===== config.mk =====
export PLATFORM = sky130hd
export DESIGN_NAME = seq_alu
export DESIGN_NICKNAME = d
export VERILOG_FILES = /design/src/rtl/seq_alu.sv
export SDC_FILE = /design/constraint.sdc
export NUM_CORES = 1
export LEC_CHECK = 0
export BUFFER_PORTS_ARGS = -buffer_cell sky130_fd_sc_hd__buf_2
export CAP_MARGIN = 0
export CELL_PAD_IN_SITES_DETAIL_PLACEMENT = 0
export CELL_PAD_IN_SITES_GLOBAL_PLACEMENT = 1
export CORE_ASPECT_RATIO = 0.5
export CORE_MARGIN = 2
export CORE_UTILIZATION = 29
export DETAILED_ROUTE_END_ITERATION = 7
export GPL_ROUTABILITY_DRIVEN = 0
export PLACE_DENSITY = 0.63
export RECOVER_POWER = 100
export SYNTH_ARGS = -nofsm -noshare
export SYNTH_HDL_FRONTEND = slang
export SYNTH_SLANG_ARGS = --single-unit

===== constraint.sdc =====
create_clock -name clk -period 2.6 [get_ports clk]
set_input_delay 0.52 -clock clk [delete_from_list [all_inputs] [get_ports clk]]
set_output_delay 0.52 -clock clk [all_outputs]
set_load 0.01 [all_outputs]

===== src/rtl/seq_alu.sv =====
// Multi-cycle ALU for the adding-machine datapath.
// Single-cycle pass/add/div-by-zero; restoring divide one bit per clock.
package seq_alu_pkg;

    typedef enum logic [1:0] {
        OP_PASS = 2'b00,
        OP_ADD  = 2'b01,
        OP_DIV  = 2'b10,
        OP_RSV  = 2'b11
    } alu_op_e;

    typedef enum logic {
        S_IDLE = 1'b0,
        S_DIV  = 1'b1
    } alu_state_e;

endpackage

module seq_alu
    import seq_alu_pkg::*;
#(
    parameter int WIDTH = 8
) (
    input  logic             clk,
    input  logic             rst_n,
    input  logic             start,
    input  logic [1:0]       op,
    input  logic [WIDTH-1:0] a_side,
    input  logic [WIDTH-1:0] b_side,
    input  logic             abort,
    output logic [WIDTH-1:0] alu_out,
    output logic [WIDTH-1:0] remainder,
    output logic             carry,
    output logic             div_zero,
    output logic             busy,
    output logic             done
);

    localparam int CW = $clog2(WIDTH + 1);

    alu_state_e       state_q;
    alu_state_e       state_d;
    logic [CW-1:0]    cnt_q;
    logic [WIDTH-1:0] quo_q;
    logic [WIDTH-1:0] dvs_q;
    logic [WIDTH-1:0] rem_q;

    logic             accept;
    logic             div_go;
    logic             last_step;

    logic [WIDTH:0]   rem_sh;
    logic             q_bit;
    logic [WIDTH-1:0] rem_nxt;
    logic [WIDTH-1:0] quo_nxt;

    logic [WIDTH-1:0] res_y;
    logic [WIDTH-1:0] res_r;
    logic             res_c;
    logic             res_dz;

    assign accept    = start && (state_q == S_IDLE);
    assign div_go    = accept && (op == OP_DIV) && (b_side != '0);
    assign last_step = (cnt_q == CW'(1));
    assign busy      = (state_q == S_DIV);

    // Partial remainder is WIDTH+1 bits; after a subtract it fits WIDTH.
    always_comb begin
        rem_sh  = {rem_q, quo_q[WIDTH-1]};
        q_bit   = rem_sh[WIDTH] || (rem_sh[WIDTH-1:0] >= dvs_q);
        rem_nxt = q_bit ? (rem_sh[WIDTH-1:0] - dvs_q)
                        : rem_sh[WIDTH-1:0];
        quo_nxt = {quo_q[WIDTH-2:0], q_bit};
    end

    always_comb begin
        res_y  = '0;
        res_r  = '0;
        res_c  = 1'b0;
        res_dz = 1'b0;
        unique case (1'b1)
            (op == OP_ADD): begin
                {res_c, res_y} = {1'b0, a_side} + {1'b0, b_side};
            end
            (op == OP_DIV): begin
                res_r  = a_side;
                res_dz = 1'b1;
            end
            default: begin
                res_y = a_side;
            end
        endcase
    end

    always_ff @(posedge clk or negedge rst_n) begin
        if (!rst_n) begin
            state_q <= S_IDLE;
        end else begin
            state_q <= state_d;
        end
    end

    always_comb begin
        state_d = state_q;
        unique case (state_q)
            S_IDLE: begin
                if (div_go) begin
                    state_d = S_DIV;
                end
            end
            S_DIV: begin
                if (abort || last_step) begin
                    state_d = S_IDLE;
                end
            end
            default: begin
                state_d = S_IDLE;
            end
        endcase
    end

    always_ff @(posedge clk or negedge rst_n) begin
        if (!rst_n) begin
            cnt_q     <= '0;
            quo_q     <= '0;
            dvs_q     <= '0;
            rem_q     <= '0;
            alu_out   <= '0;
            remainder <= '0;
            carry     <= 1'b0;
            div_zero  <= 1'b0;
            done      <= 1'b0;
        end else begin
            done <= 1'b0;
            unique case (state_q)
                S_IDLE: begin
                    if (div_go) begin
                        quo_q <= a_side;
                        dvs_q <= b_side;
                        rem_q <= '0;
                        cnt_q <= CW'(WIDTH);
                    end else if (accept) begin
                        alu_out   <= res_y;
                        remainder <= res_r;
                        carry     <= res_c;
                        div_zero  <= res_dz;
                        done      <= 1'b1;
                    end
                end
                S_DIV: begin
                    // Abort wins over the final step: no result, no done.
                    if (abort) begin
                        cnt_q <= '0;
                    end else begin
                        quo_q <= quo_nxt;
                        rem_q <= rem_nxt;
                        cnt_q <= cnt_q - CW'(1);
                        if (last_step) begin
                            alu_out   <= quo_nxt;
                            remainder <= rem_nxt;
                            carry     <= 1'b0;
                            div_zero  <= 1'b0;
                            done      <= 1'b1;
                        end
                    end
                end
                default: begin
                    cnt_q <= '0;
                end
            endcase
        end
    end

endmodule

# [After elaboration in Yosys (flattened, before gate mapping)]
# Index checks and enable logic that the tools add are counted.
[classes] reduce_logical=9 muxes=40 magnitude_cmp=1 n_bitwise=1 n_eq_ne=8 add_sub_neg=3
[op_table] cell="$mux W8" count=14
[op_table] cell="$pmux W8 S2" count=5
[op_table] cell="$mux W1" count=14
[op_table] cell="$add A8 B8 Y9" count=1
[op_table] cell="$ge A8 B8 Y1" count=1
[op_table] cell="$mux W4" count=2
[op_table] cell="$ne A2 B2 Y1 const B" count=4
[op_table] cell="$pmux W1 S2" count=4
[op_table] cell="$pmux W4 S2" count=1
[op_table] cell="$reduce_bool A8 Y1" count=1
[op_table] cell="$sub A8 B8 Y8" count=1
[op_table] cell="$eq A4 B1 Y1 const B" count=1
[op_table] cell="$reduce_and A2 Y1" count=2
[op_table] cell="$reduce_and A4 Y1" count=1
[op_table] cell="$sub A4 B1 Y4 const B" count=1
[op_table] cell="$logic_and A1 B1 Y1" count=3
[op_table] cell="$eq A2 B1 Y1 const B" count=1
[op_table] cell="$eq A2 B2 Y1 const B" count=1
[op_table] cell="$logic_or A1 B1 Y1" count=2
[op_table] cell="$ne A2 B1 Y1 const B" count=1
[op_table] cell="$not A1 Y1" count=1
[word_totals] output_inout_bits=20 wordCells=72 register_bits=48 in_bits=22

# [Longest topological paths before layout]
# Gate-level depths: netlist of run 1.
[logic_depth] depth_word=6 depth_mapped=10 ltp_nobuf=10

# [Least setup slack after synthesis of run 1]
# Ideal clock, no wire load.
[synth_timing] path_type="register -> register" startpoint="register quo_q[7]" endpoint="register rem_q[0]" t_required_ns=2.517 n_path_buf=0 synth_period_minus_slack_ns=2.384 setup_time_ns=0.083 path_slack_ns=0.216 t_arrival_ns=2.301 stages_incl_launch_ff=11 cell_sequence="dfrtp_1 > inv_1 > ha_1 > inv_1 > fa_1 > a21o_1 > a21oi_4 > a31oi_4 > a21oi_4 > mux2_2 > o21ai_0"
[synth_via] elab_chain_len=5 elab_cells_between_ends=6 cone_classes="1 x add/sub; 1 x order compare; 3 x mux; 1 x reduce/logical"
[synth_rtl] element="start: declaration" line_no="44" rtl="logic [WIDTH-1:0] quo_q;"
[synth_rtl] element="start signal: assignment" line_no="138" rtl="quo_q <= a_side;"
[synth_rtl] element="start signal: assignment" line_no="155" rtl="quo_q <= quo_nxt;"
[synth_rtl] element="$ge A8 B8 Y1" line_no="70" rtl="q_bit = rem_sh[WIDTH] || (rem_sh[WIDTH-1:0] >= dvs_q);"
[synth_rtl] element="$logic_or A1 B1 Y1" line_no="70"
[synth_rtl] element="$mux W8 (*)" line_no="71" rtl="rem_nxt = q_bit ? (rem_sh[WIDTH-1:0] - dvs_q)"
[synth_rtl] element="$mux W8 (*)" line_no="152" rtl="if (abort) begin"
[synth_rtl] element="$pmux W8 S2 (*)" line_no="135" rtl="unique case (state_q)"
[synth_rtl] element="end signal: assignment" line_no="156" rtl="rem_q <= rem_nxt;"
[synth_rtl] element="end: declaration" line_no="46" rtl="logic [WIDTH-1:0] rem_q;"
# Every way passes the cells marked *; elsewhere a longest branch is shown, timed or not. The select of a mux whose other input is x is not followed.
# A chain may end at the register's enable or synchronous reset.

# [Final worst setup path of run 1]
[layout_timing] startpoint="register quo_q[7]" endpoint="register rem_q[1]"
# Same word-level chain as after synthesis.

==> out/metrics.cfg, run 1 <==
[yosys]
ys_warn_count=0
seq_area_frac_synth_pct=39.2
synth-edff-count=0
synthesis.nets=384
syn-instance-count=340
synth_area_per_cell_um2=9.02
async_reset_ff_share_pct=100
synth_ff_type=dfrtp_1
yosys-top-cells-area=dfrtp_1 39%, ha_1 8.2%, nand2_1 6.5%, o21ai_0 4.9%, mux2i_1 4.6%
syn_area_um2=3070
synth_area_leader_cell=dfrtp_1
yosys.area.top_type_share_pct=39.2
synth-seq-cells=48
synthDistinctLibCells=52

[layout]
antennaDiodeCount=0
final_common_cell=nand2_1
drive_gt1_share_pct=12.1
postLayoutCellArea_um2=3620
final_util_pct=35.3
area_delta_synth_final_pct=17.9
layout.cells.non_filler=530
num-nets-final=433
layout.cells.most_common_list=53 x nand2_1, 48 x dfrtp_1, 31 x clkbuf_1

[critical_path]
start_kind=flop
critPathArrivalTime_ps=2650
crit_type=reg2reg
cp_top_family=compound AO/OA/AOI/OAI gates
path_buf_inv=3
cp_cell_sequence=inv_1 > ha_1 > inv_1 > fa_1 > a21o_1 > a21oi_4 > a31oi_4 > a21oi_4 > buf_12 > mux2_2 > o21ai_0
cp.depth=11
endpoint_kind=flop
cp_slowest_cell=dfrtp_1
reg2regPathDepth=11
slowest_delay_ps=400
regToRegSetupSlack_ps=160
cp_data_required_time_ps=2810
path_max_fanout=9

[sta]
timing.fmax_mhz=410
setup_viol=0
finalMaxSlewViolations=0
final_hold_viol_count=0
period_needed_ps=2440
worst-slew-pin-transition_ps=1220
fin_skew_ps=5.82
max-slew-margin-rel_pct=18.7
period_share_pct=93.9

[global_route]
grt_usage_pct=15.7
antenna_found_initial=0
grt_overflow=0
grt_max_degree=22
grt_pass1_wl_um=14000
first_global_vias=2611

[power_and_ir_drop]
power_density_nw_per_um2=961
vdd_drop_max_mv=0.306
leakage_uw=0.00162

[drt]
viasPerCell=4.89
firstDrtPassIters=4
wl_um=8440
drtIter0Drc=198
drc=0
ant_nets=0
vias=2591
routedWlPerCell_um=15.9

[floorplan]
rows=26
io_pins=42
coreArea_um2=10200
die_width_um=149
die_h_um=76.7
initial_core_util_pct=29.9
die-area_um2=11500

[cts]
clk_pin_slew_ps=70
cts_tree=yes
clk_path_buf_depth=2
cts_hold_buf=0
htreeDepth=2
cts-root-buf=clkbuf_16
cts_buffers=5
insertion_delay_ps=300
cts.sinks=48

[outcome]
status=finished, final reports clean

[run]
cap_viol_max_count=0

[placement]
portBuffers=41
dpl_cell_area_um2=3490
dp.cells=521
dp_hpwl_um=6410

[min_path]
worstHoldPathType=in2async

-- layer usage --
metal | vias up | routed length [um] | GRT usage [%]
met1 | 1244 | 4590 | 23.0
met4 | 0 | 82 | 4.57
met5 | - | 0 | 0
met3 | 4 | 197 | 2.44
met2 | 29 | 3570 | 23.9
li1 | 1314 | - | -
-- per-stage QoR --
step                      hold slack (ps)  setup TNS, ps  worst slack, ps  total power, uW
after floorplan                       224              0              216             2230
after global placement                447              0              127             2690
after detailed placement              452              0             60.1             2690
after CTS                             204              0             71.1             3470
after global routing                  510          -5.73            -5.73             3760
final                                 454              0              159             3480
-- final cells by class --
type,instances,area [um^2]
clock buffer,6,129
clock inverter,2,35.0
fill,1064,6630
inverter,17,63.8
multi-input combinational,259,1730
sequential,48,1200
tap,140,175
timing repair buffer,58,283
-- worst paths after layout --
| path | from | end |
|---|---|---|
| setup / recovery | quo_q[7]$_DFFE_PN0P_ | rem_q[1]$_DFFE_PN0P_ |
| hold / removal | rst_n | alu_out[6]$_DFFE_PN0P_ |
| setup reg to reg | quo_q[7]$_DFFE_PN0P_ | rem_q[1]$_DFFE_PN0P_ |
| hold reg to reg | div_zero$_DFFE_PN0P_ | div_zero$_DFFE_PN0P_ |
| max in group asynchronous | rst_n | cnt_q[1]$_DFFE_PN0P_ |
| min in group clk | div_zero$_DFFE_PN0P_ | div_zero$_DFFE_PN0P_ |
-- where the power goes --
| part | leakage, uW | total (uW) | internal [uW] | switching, uW |
|---|---|---|---|---|
| Combinational | 0.000932 | 1580 | 703 | 877 |
| Clock | 0.0000808 | 749 | 453 | 296 |
| Sequential | 0.000605 | 1150 | 978 | 167 |
| Total | 0.00162 | 3480 | 2130 | 1340 |
-- flip-flops by register name, summed over array words and instances (netlist names) --
name	count
div_zero	1
busy	1
rem_q	8
cnt_q	4
quo_q	8
remainder	8
dvs_q	8
done	1
carry	1
alu_out	8
-- cell families (layout without fill, tap and decap cells) --
| family | after synthesis | in the layout | share of synthesized area [%] |
|---|---|---|---|
| AND/OR/NAND/NOR | 113 | 113 | 16.9 |
| flip-flops | 48 | 48 | 39.2 |
| XOR/XNOR | 7 | 7 | 2.00 |
| multiplexers | 18 | 18 | 6.04 |
| adder cells (fa/ha/maj) | 22 | 22 | 9.46 |
| buffers and inverters | 33 | 83 | 4.57 |
| AO/OA/AOI/OAI | 99 | 99 | 21.9 |
-- repair_timing --
action | in CTS | in global routing
endpoints found under the setup margin | 0 | 14
setup buffers | 0 | 1
resized for setup | 0 | 1
-- cell usage after synthesis (3+ instances only) --
cell type and number:
a21oi_1 27, a21o_1 4, nand2_1 53, a31oi_1 4, nand2b_1 8, nand3b_1 3
mux2i_1 14, mux2_2 4, a221oi_2 3, a222oi_1 4, xnor2_1 5, o21ai_0 30
ha_1 20, nand3_1 5, clkbuf_1 7, o21a_1 3, dfrtp_1 48, nor4_1 3
o31ai_1 3, nor2b_1 3, nor2_1 26, inv_1 16, buf_2 7
Note: power is estimated with default switching activity, not from simulation.
==> inputs of run 2 (changes only) <==
==> constraint.sdc (replaced) <==
create_clock -name clk -period 2.6 [get_ports clk]
set_input_delay 0.39 -clock clk [delete_from_list [all_inputs] [get_ports clk]]
set_output_delay 0.39 -clock clk [all_outputs]
set_load 0.01 [all_outputs]
==> out/metrics.cfg, run 2 (synthesis gave the netlist of run 1 again) <==
[outcome]
status=finished, final reports clean

[layout]
num-nets-final=433  ; unchanged
layout.cells.most_common_list=53 x nand2_1, 48 x dfrtp_1, 30 x clkbuf_1
fillers=1094  ; +2.8%
drive_gt1_share_pct=11.1  ; -1.0 points
area_delta_synth_final_pct=16.5
antennaDiodeCount=0  ; unchanged
postLayoutCellArea_um2=3570  ; -1.2%
layout.cells.non_filler=529  ; -0.19%
final_common_cell=nand2_1

[critical_path]
path_buf_inv=3  ; unchanged
path_max_fanout=9  ; unchanged
start_kind=flop
slowest_delay_ps=400  ; about the same
endpoint_kind=flop
cp_data_required_time_ps=2770  ; -40 ps
cp_slowest_cell=dfrtp_1
cp_cell_sequence=inv_1 > ha_1 > inv_1 > fa_1 > a21o_1 > a21oi_4 > a31oi_4 > a21oi_4 > buf_12 > mux2i_1 > o21ai_0
cp_top_family=compound AO/OA/AOI/OAI gates
crit_type=reg2reg
critPathArrivalTime_ps=2620  ; -30 ps

[placement]
portBuffers=41  ; unchanged
dp.cells=522  ; +0.19%
dp_hpwl_um=6530  ; +1.9%
dpl_cell_area_um2=3510  ; +0.57%

[cts]
cts_hold_buf=0  ; unchanged
clk_path_buf_depth=2  ; unchanged
insertion_delay_ps=290  ; about the same
clk_pin_slew_ps=70  ; about the same
cts.sinks=48  ; unchanged
cts_buffers=5  ; unchanged
ctsResizeCount=0  ; unchanged
cts_tree=yes
htreeDepth=2  ; unchanged
cts-root-buf=clkbuf_16
cts_setup_buffers=0  ; unchanged

[sta]
period_share_pct=94.5  ; +0.61 points
timing.fmax_mhz=407  ; -0.64%
final_hold_viol_count=0  ; unchanged
worst-slew-pin-transition_ps=1210  ; -6.82 ps
max-slew-margin-rel_pct=19.2  ; +0.45 points
rsz0062_at_grt=false
period_needed_ps=2460  ; +15.8 ps
finalMaxSlewViolations=0  ; unchanged
fin_skew_ps=6.15  ; +0.329 ps
setup_total_negative_slack_ps=0  ; unchanged
setup_viol=0  ; unchanged

[global_route]
grt_usage_pct=15.9  ; +0.15 points
grt_overflow=0  ; unchanged
grt_pass1_wl_um=14200  ; +1.4%
grt_max_degree=23  ; +4.5%
antenna_found_initial=0  ; unchanged
first_global_vias=2564  ; -1.8%

[min_path]
worstHoldPathType=in2async

[floorplan]
coreArea_um2=10200  ; unchanged
rows=26  ; unchanged
die_h_um=76.7  ; unchanged
io_pins=42  ; unchanged
die-area_um2=11500  ; unchanged
initial_core_util_pct=29.9  ; unchanged
die_width_um=149  ; unchanged

[drt]
routedWlPerCell_um=15.9  ; -0.18%
drtIter0Drc=143  ; -28%
viasPerCell=4.92  ; +0.61%
wl_um=8410  ; -0.37%
drc=0  ; unchanged
firstDrtPassIters=4  ; unchanged
vias=2602  ; +0.42%
ant_nets=0  ; unchanged

[power_and_ir_drop]
power_density_nw_per_um2=937  ; -2.5%
vdd_drop_max_mv=0.359  ; +17%
leakage_uw=0.00160  ; -1.0%

[run]
cap_viol_max_count=0  ; unchanged

## run 2: cell types whose count changed in the layout (fill, tap and decap cells not counted), sizes merged
cell,delta
buf,+2
bufinv,-1
clkbuf,-3
clkinvlp,+1
## run 2: final timing paths
kind	cells past startpoint	startpoint	end	slack (ps)
min in group clk	3	b_side[0]	dvs_q[0]$_DFFE_PN0N_	360
worst min-delay path	1	rst_n	alu_out[6]$_DFFE_PN0P_	180
worst max register to register	11	quo_q[7]$_DFFE_PN0P_	rem_q[6]$_DFFE_PN0P_	140
max in group asynchronous	2	rst_n	remainder[3]$_DFFE_PN0P_	830
worst min register to register	2	div_zero$_DFFE_PN0P_	div_zero$_DFFE_PN0P_	480
worst max-delay path	11	quo_q[7]$_DFFE_PN0P_	rem_q[6]$_DFFE_PN0P_	140
## run 2: where the power goes
part           internal, uW  switching, uW
clock                   350            293
sequential              978            172
combinational           691            865
## run 2: metrics by stage
stage	hold slack (ps)	total power, uW	util [%]	worst slack (ps)
finish	181	3350	34.9	143
global route	245	3630	34.9	5.19
CTS	16.3	3420	35.6	128
detailed placement	324	2780	34.3	143
global placement	321	2770	34.3	205
floorplan	94.4	2230	-	216
## run 2: metal layers
layer / vias to the layer above / global-route usage (%) / wire length, um
li1: 1317 / - / -
met1: 1242 / 23.7 / 4390
met2: 39 / 24.3 / 3730
met3: 4 / 2.50 / 246
met4: 0 / 3.14 / 46
met5: - / 0 / 0
## run 2: area by class of cell
class	instances	area, um^2	area share (%)
Sequential cell	48	1200	33.6
Clock buffer	5	125	3.50
Inverter	17	63.8	1.79
Tap cell	140	175	4.90
Multi-Input combinational cell	259	1710	48.0
Clock inverter	2	12.5	0.350
Timing Repair Buffer	58	283	7.91
